===== config.mk =====
export PLATFORM = sky130hd
export DESIGN_NAME = dijkstra_controller
export DESIGN_NICKNAME = d
export VERILOG_FILES = /design/src/rtl/dijkstra_controller.sv
export SDC_FILE = /design/constraint.sdc
export NUM_CORES = 1
export LEC_CHECK = 0
export CORE_UTILIZATION = 35
export CTS_CLUSTER_SIZE = 40
export DETAILED_ROUTE_END_ITERATION = 10
export GPL_TIMING_DRIVEN = 0
export HOLD_SLACK_MARGIN = 0.05
export PLACE_DENSITY = 0.64
export SLEW_MARGIN = 15
export SYNTH_ARGS = -nofsm -noshare
export SYNTH_HDL_FRONTEND = slang
export SYNTH_SLANG_ARGS = --single-unit

===== constraint.sdc =====
create_clock -name clock -period 5.9 [get_ports clock]
set_clock_uncertainty 0.15 [all_clocks]
set_input_delay 1.18 -clock clock [delete_from_list [all_inputs] [get_ports clock]]
set_output_delay 1.18 -clock clock [all_outputs]
set_load 0.05 [all_outputs]

===== src/rtl/dijkstra_controller.sv =====
// -----------------------------------------------------------------------------
// dijkstra_controller
//
// Sequencer for single-source shortest path over a MAX_NODES adjacency matrix.
// It drives one external PriorityQueue, which holds the tentative distances and
// reports the minimum unvisited node. The controller keeps two tables:
//   pred : tentative predecessor of every node, updated while relaxing edges
//   prev : published predecessor of every visited node (UNVISITED otherwise);
//          the queue uses it to leave visited nodes out of its minimum search
//
// Each pop takes one SELECT cycle plus an ADDR/CHECK pair for every column of
// the popped row, giving 1 + 2*MAX_NODES cycles per pop.
//
// Ports
//   clock, reset             rising-edge clock, synchronous active-low reset
//   start, source            run request and source node (taken in IDLE/DONE)
//   busy, done               run in progress / run finished
//   edge_from, edge_to       adjacency read address (row, column)
//   edge_weight              adjacency data, one cycle after the address
//   pq_reset                 loads INFINITY everywhere and 0 at pq_index
//   pq_set_en, pq_index,     queue write strobe, access index, write data
//   pq_write_value
//   pq_read_value            dist[pq_index] from the queue (combinational)
//   pq_min_index/value       queue minimum over unvisited nodes
//   prev_vector_flattened    node j at bits [INDEX_WIDTH*j +: INDEX_WIDTH]
//
// Build option
//   DIJKSTRA_EARLY_EXIT_EN   adds input `target` (taken with start); the run
//                            ends as soon as `target` is popped.
// -----------------------------------------------------------------------------
module dijkstra_controller #(
  parameter int unsigned MAX_NODES   = 8,
  parameter int unsigned INDEX_WIDTH = 4,
  parameter int unsigned VALUE_WIDTH = 8
) (
  input  logic                             clock,
  input  logic                             reset,
  input  logic                             start,
  input  logic [INDEX_WIDTH-1:0]           source,
`ifdef DIJKSTRA_EARLY_EXIT_EN
  input  logic [INDEX_WIDTH-1:0]           target,
`endif
  output logic                             busy,
  output logic                             done,
  output logic [INDEX_WIDTH-1:0]           edge_from,
  output logic [INDEX_WIDTH-1:0]           edge_to,
  input  logic [VALUE_WIDTH-1:0]           edge_weight,
  output logic                             pq_reset,
  output logic                             pq_set_en,
  output logic [INDEX_WIDTH-1:0]           pq_index,
  output logic [VALUE_WIDTH-1:0]           pq_write_value,
  input  logic [VALUE_WIDTH-1:0]           pq_read_value,
  input  logic [INDEX_WIDTH-1:0]           pq_min_index,
  input  logic [VALUE_WIDTH-1:0]           pq_min_value,
  output logic [INDEX_WIDTH*MAX_NODES-1:0] prev_vector_flattened
);

  localparam int unsigned NODE_W  = (MAX_NODES > 1) ? $clog2(MAX_NODES) : 1;
  localparam int unsigned COUNT_W = $clog2(MAX_NODES + 1);

  localparam logic [INDEX_WIDTH-1:0] UNVISITED  = '1;
  localparam logic [VALUE_WIDTH-1:0] INFINITY   = '1;
  localparam logic [INDEX_WIDTH-1:0] NODE_LIMIT = INDEX_WIDTH'(MAX_NODES);
  localparam logic [INDEX_WIDTH-1:0] LAST_NODE  = INDEX_WIDTH'(MAX_NODES - 1);
  localparam logic [COUNT_W-1:0]     POP_LIMIT  = COUNT_W'(MAX_NODES);

  localparam logic [2:0] S_IDLE        = 3'd0;
  localparam logic [2:0] S_INIT        = 3'd1;
  localparam logic [2:0] S_SELECT      = 3'd2;
  localparam logic [2:0] S_RELAX_ADDR  = 3'd3;
  localparam logic [2:0] S_RELAX_CHECK = 3'd4;
  localparam logic [2:0] S_DONE        = 3'd5;

  // Table row select; node indices are always below MAX_NODES here.
  function automatic logic [NODE_W-1:0] node_sel(input logic [INDEX_WIDTH-1:0] idx);
    return NODE_W'(idx);
  endfunction

  // ---------------------------------------------------------------------------
  // Registers and their next values
  // ---------------------------------------------------------------------------
  logic [2:0]                            state_q,     state_next;
  logic                                  busy_q,      busy_next;
  logic                                  done_q,      done_next;
  logic                                  pq_reset_q,  pq_reset_next;
  logic [INDEX_WIDTH-1:0]                pq_index_q,  pq_index_next;
  logic [INDEX_WIDTH-1:0]                edge_from_q, edge_from_next;
  logic [INDEX_WIDTH-1:0]                edge_to_q,   edge_to_next;
  logic [MAX_NODES-1:0][INDEX_WIDTH-1:0] prev_q,      prev_next;
  logic [MAX_NODES-1:0][INDEX_WIDTH-1:0] pred_q,      pred_next;
  logic [COUNT_W-1:0]                    pop_count_q, pop_count_next;
  logic [INDEX_WIDTH-1:0]                u_q,         u_next;
  logic [VALUE_WIDTH-1:0]                du_q,        du_next;
  logic [INDEX_WIDTH-1:0]                v_q,         v_next;
`ifdef DIJKSTRA_EARLY_EXIT_EN
  logic [INDEX_WIDTH-1:0]                target_q,    target_next;
`endif

  logic                   source_ok;
  logic [VALUE_WIDTH:0]   sum_wide;
  logic [VALUE_WIDTH-1:0] sum_sat;
  logic                   relax_hit;

  assign source_ok = (source < NODE_LIMIT);

  // Relaxation test for edge (u, v); the queue is indexed by v in RELAX_CHECK.
  always_comb begin
    sum_wide  = {1'b0, du_q} + {1'b0, edge_weight};
    sum_sat   = sum_wide[VALUE_WIDTH] ? INFINITY : sum_wide[VALUE_WIDTH-1:0];
    relax_hit = (state_q == S_RELAX_CHECK)
             && (prev_q[node_sel(v_q)] == UNVISITED)
             && (edge_weight != INFINITY)
             && (v_q != u_q)
             && (sum_sat < pq_read_value);
  end

  // The write strobe is decoded in the same cycle the weight and the current
  // distance arrive; gating with reset keeps the queue untouched in a reset cycle.
  assign pq_set_en      = relax_hit & reset;
  assign pq_write_value = sum_sat;

  // ---------------------------------------------------------------------------
  // Next-state and next-output logic
  // ---------------------------------------------------------------------------
  always_comb begin
    state_next     = state_q;
    busy_next      = busy_q;
    done_next      = done_q;
    pq_reset_next  = 1'b0;
    pq_index_next  = pq_index_q;
    edge_from_next = edge_from_q;
    edge_to_next   = edge_to_q;
    prev_next      = prev_q;
    pred_next      = pred_q;
    pop_count_next = pop_count_q;
    u_next         = u_q;
    du_next        = du_q;
    v_next         = v_q;
`ifdef DIJKSTRA_EARLY_EXIT_EN
    target_next    = target_q;
`endif

    case (state_q)
      S_IDLE, S_DONE: begin
        // Out-of-range sources are dropped without leaving IDLE/DONE.
        if (start && source_ok) begin
          state_next    = S_INIT;
          busy_next     = 1'b1;
          done_next     = 1'b0;
          pq_reset_next = 1'b1;
          pq_index_next = source;
`ifdef DIJKSTRA_EARLY_EXIT_EN
          target_next   = target;
`endif
        end
      end

      S_INIT: begin
        // pq_index still holds the source while the queue is being loaded.
        prev_next                       = {MAX_NODES{UNVISITED}};
        pred_next                       = {MAX_NODES{UNVISITED}};
        pred_next[node_sel(pq_index_q)] = pq_index_q;
        pop_count_next                  = '0;
        state_next                      = S_SELECT;
      end

      S_SELECT: begin
        if ((pop_count_q == POP_LIMIT) || (pq_min_value == INFINITY)) begin
          state_next = S_DONE;
          busy_next  = 1'b0;
          done_next  = 1'b1;
        end else begin
          // Publishing prev[u] here is what marks u visited for the queue.
          u_next                           = pq_min_index;
          du_next                          = pq_min_value;
          prev_next[node_sel(pq_min_index)] = pred_q[node_sel(pq_min_index)];
          pop_count_next                   = pop_count_q + COUNT_W'(1);
          v_next                           = '0;
          edge_from_next                   = pq_min_index;
          edge_to_next                     = '0;
          state_next                       = S_RELAX_ADDR;
`ifdef DIJKSTRA_EARLY_EXIT_EN
          if (pq_min_index == target_q) begin
            state_next = S_DONE;
            busy_next  = 1'b0;
            done_next  = 1'b1;
          end
`endif
        end
      end

      S_RELAX_ADDR: begin
        // Adjacency read is in flight; point the queue at v for the compare.
        pq_index_next = v_q;
        state_next    = S_RELAX_CHECK;
      end

      S_RELAX_CHECK: begin
        if (relax_hit) begin
          pred_next[node_sel(v_q)] = u_q;
        end
        if (v_q == LAST_NODE) begin
          state_next = S_SELECT;
        end else begin
          v_next       = v_q + INDEX_WIDTH'(1);
          edge_to_next = v_q + INDEX_WIDTH'(1);
          state_next   = S_RELAX_ADDR;
        end
      end

      default: begin
        state_next = S_IDLE;
        busy_next  = 1'b0;
        done_next  = 1'b0;
      end
    endcase
  end

  // ---------------------------------------------------------------------------
  // State and output registers
  // ---------------------------------------------------------------------------
  always_ff @(posedge clock) begin
    if (!reset) begin
      state_q     <= S_IDLE;
      busy_q      <= 1'b0;
      done_q      <= 1'b0;
      pq_reset_q  <= 1'b0;
      pq_index_q  <= '0;
      edge_from_q <= '0;
      edge_to_q   <= '0;
      prev_q      <= {MAX_NODES{UNVISITED}};
      pred_q      <= {MAX_NODES{UNVISITED}};
      pop_count_q <= '0;
      u_q         <= '0;
      du_q        <= '0;
      v_q         <= '0;
`ifdef DIJKSTRA_EARLY_EXIT_EN
      target_q    <= '0;
`endif
    end else begin
      state_q     <= state_next;
      busy_q      <= busy_next;
      done_q      <= done_next;
      pq_reset_q  <= pq_reset_next;
      pq_index_q  <= pq_index_next;
      edge_from_q <= edge_from_next;
      edge_to_q   <= edge_to_next;
      prev_q      <= prev_next;
      pred_q      <= pred_next;
      pop_count_q <= pop_count_next;
      u_q         <= u_next;
      du_q        <= du_next;
      v_q         <= v_next;
`ifdef DIJKSTRA_EARLY_EXIT_EN
      target_q    <= target_next;
`endif
    end
  end

  assign busy                  = busy_q;
  assign done                  = done_q;
  assign pq_reset              = pq_reset_q;
  assign pq_index              = pq_index_q;
  assign edge_from             = edge_from_q;
  assign edge_to               = edge_to_q;
  assign prev_vector_flattened = prev_q;

endmodule

==> qor.yml <==
hold_path:
  min_from: "du_q[2]"
  holdPathEnd: "du_q[2]"
  hold_depth: 2
  hp-class: "register to register"
worst_setup_path:
  critPathRequiredTime_ns: 4.57
  cp-end-kind: "output port"
  crit_family: "compound AO/OA/AOI/OAI gates"
  path_cells: "clkdlybuf4s50_1 > fa_2 > a21o_1 > a221oi_2 > a21o_2 > buf_4 > nand2b_1 > ha_1 > a211o_1 > nor3b_2 > a211oi_4 > nor4_4 > buf_6"
  worstSetupPathType: "input pin to output port"
  worst-path-buf-inv: 3
  critPathLaunchType: "input pin"
  reg2reg_from: "du_q[0]"
  ff2ff_path_depth: 16
  startpoint: "edge_weight[1]"
  reg2reg_to: "pred_q[15]"
  regToRegSetupSlack_ns: 1.94
  critPathSlowestCell: "clkdlybuf4s50_1"
  worst_ep_arrival_time_ns: 4.36
  cp_max_fo: 5
  slowest_delay_ns: 0.48
logic_synthesis:
  ys_dominant_reg_cell: "dfxtp_1"
  ys_seq_elements: 94
  synth-compound-area-share_pct: 25.2
  syn_inst: 636
  synth_edf_count: 0
  synth_warnings: 0
  synth_top_family_by_area: "compound AO/OA/AOI/OAI gates"
  syn_nets: 690
  synth-seq-area-share_pct: 35.9
  synth_adder_area_share_pct: 4.68
  async_flop_share_pct: 0
  synth-simple-area-share_pct: 19.1
  synth_mux_area_share_pct: 7.64
  synth_area_mm2: 0.00524
  synth_xor_area_share_pct: 2.17
  ys_types: 58
  synth_area_per_cell_um2: 8.24
pwr:
  power.density_mw_per_mm2: 273
  ir_drop_v: 0.000127
  p_leak_uw: 0.00258
  finalPower_uw: 1840
global_route:
  grt_max_degree: 18
  overflow: 0
  grt_usage_pct: 21.7
  grt_pass1_vias: 5013
  grt_first_pass_wirelength_mm: 26.7
  antenna_found_initial: 0
sta:
  hold_violations: 0
  fin_crit_ns: 5.69
  worstMarginPinSlew_ns: 0.985
  rsz0062_at_grt: "no"
  finalMaxSlewViolations: 0
  max_slew_margin_pct: 33.9
  fmax_ghz: 0.176
  setup_viol_count_final: 0
  fin_crit_sh_pct: 96.4
cts:
  cts_root_buf: "clkbuf_16"
  clkSlewWorstSetupHoldPaths_ns: 0.07
  cts_buffers: 9
  cts_tree: "yes"
  htree_num_levels: 3
  clk_latency_ns: 0.35
  hold_buffers: 0
  clock_path_buffers: 2
  cts.sinks: 94
cells_and_area:
  fill_cells: 1369
  stdcell_area_mm2: 0.00675
  post-route-util_pct: 46.3
  area_delta_synth_final_pct: 29.0
  fin_nets: 792
  seqCellArea_mm2: 0.00188
  multiInputGateArea_mm2: 0.00313
  layout-drive-gt1-share_pct: 8.61
  num_antenna_cells: 0
placed_design:
  hpwl_mm: 12.9
  gp_congestion: 0.946
  port_buffers: 88
  placed_area_mm2: 0.00636
floorplanning:
  placementRows: 44
  die_w_um: 124
  dieArea_mm2: 0.0155
  start_util_pct: 35.9
  core_area_mm2: 0.0146
  die_y_um: 124
  ios: 91
detailed_routing:
  vias_per_cell: 5.66
  drtIter0Drc: 461
  ant_nets: 0
  wl_per_cell_um: 18.3
  drc: 0
  vias: 5250
  drt-total-wl_mm: 17.0
  firstDrtPassIters: 5
status:
  outcome: "complete, no violations"
flow_run:
  drv_cap: 0
tightest hold or removal path: cells and delay by family (launching register included):
| family | cells | cell delay [ns] |
|---|---|---|
| AO/OA/AOI/OAI | 1 | 0.05 |
| flip-flops | 1 | 0.32 |
| AND/OR/NAND/NOR | 1 | 0.05 |
state kept, by name, summed over array words and instances (netlist names):
| register | flops |
|---|---|
| du_q | 8 |
| pop_count_q | 4 |
| u_q | 4 |
| pq_index | 4 |
| prev_vector_flattened | 32 |
| pred_q | 32 |
| done | 1 |
| pq_reset | 1 |
| state_q | 3 |
| v_q | 4 |
| busy | 1 |
routing by layer:
layer,up-vias,global-route usage [%],routed length (um)
met5,-,0,0
met4,0,7.30,291
met3,27,3.95,1070
met2,228,34.7,7890
met1,2473,29.4,7710
li1,2522,-,-
cell usage after synthesis, types with 3 or more instances:
cell | count | share of area, %
dfxtp_1 | 94 | 36
nand2_1 | 91 | 6.5
a21oi_1 | 53 | 5.1
nor2_1 | 45 | 3.2
o21ai_0 | 31 | 3.0
o211ai_1 | 26 | 3.7
clkbuf_1 | 25 | 1.8
inv_1 | 22 | 1.6
mux2i_1 | 22 | 4.2
a211oi_1 | 20 | 2.9
ha_1 | 18 | 4.3
nand3_1 | 13 | 1.2
nand2b_1 | 12 | 1.4
a31oi_1 | 11 | 1.3
nor2b_1 | 10 | 1.2
buf_2 | 9 | 0.86
nor3_1 | 8 | 0.76
xor2_1 | 8 | 1.3
nand3b_1 | 7 | 1.0
nand4_1 | 7 | 0.84
o311ai_1 | 7 | 1.2
a21o_1 | 6 | 0.86
and2_1 | 6 | 0.72
mux4_2 | 6 | 2.6
and3_1 | 5 | 0.60
o21ai_1 | 5 | 0.48
xnor2_1 | 5 | 0.84
a21oi_2 | 4 | 0.67
buf_1 | 4 | 0.29
mux2_2 | 4 | 0.86
or3_1 | 4 | 0.48
o211a_1 | 3 | 0.57
o22a_1 | 3 | 0.50
or2_2 | 3 | 0.36
layout by cell type, fill, tap and decap left out, types with 7 or more instances in the layout:
cell type / Yosys / layout
nor3_1: 8 / 8
nand2b_1: 12 / 12
nand2_1: 91 / 91
nand3_1: 13 / 13
nand4_1: 7 / 7
clkdlybuf4s50_1: 0 / 86
nand3b_1: 7 / 7
a21oi_1: 53 / 52
dfxtp_1: 94 / 94
a31oi_1: 11 / 11
nor2_1: 45 / 45
nor2b_1: 10 / 10
o21ai_0: 31 / 31
buf_2: 9 / 9
o211ai_1: 26 / 26
mux2i_1: 22 / 22
inv_1: 22 / 22
ha_1: 18 / 17
o311ai_1: 7 / 7
clkbuf_1: 25 / 25
xor2_1: 8 / 8
clkbuf_16: 0 / 9
a211oi_1: 20 / 19
worst max-delay path by stage:
stage               slack (ns)  cells past startpoint        end
CTS                      0.005                     13  pq_set_en
floorplan                 0.08                     11  pq_set_en
detailed placement       -0.74                     13  pq_set_en
finish                    0.21                     13  pq_set_en
global placement         -0.69                     13  pq_set_en
global route              0.07                     13  pq_set_en
per-stage QoR:
stage | setup WS [ns] | TNS [ns] | cells | hold slack (ns)
floorplan | 0.0755 | 0 | 636 | 0.287
global placement | -0.695 | -0.695 | 908 | 0.308
detailed placement | -0.741 | -0.741 | 908 | 0.310
CTS | 0.00472 | 0 | 926 | 0.320
global route | 0.0732 | 0 | 927 | 0.338
finish | 0.211 | 0 | 927 | 0.314
area by class of cell:
cell class	instances	area share [%]
Tap cell	184	3.41
Buffer	42	2.83
Timing Repair Buffer	91	13.4
Clock inverter	7	1.56
Clock buffer	9	3.33
Inverter	22	1.22
Multi-Input combinational cell	478	46.4
Sequential cell	94	27.9
power breakdown:
group          switching [uW]  internal (uW)
logic                     311            177
clock network             266            378
registers                36.3            673
total                     614           1230
cell families after synthesis:
group	count (synthesis)
and+or+nand+nor	216
AOI/OAI and AO/OA	198
DFF	94
muxes	32
xor gates and xnor gates	13
buffers and inverters	64
adders and majority gates	19
repair_timing:
item                       in CTS  in global routing
setup endpoints to repair       1                  1
pin swaps                       1                  7
buffers inserted                2                  1
gates resized for setup         8                  8
Power figures use the tool's default switching activity.
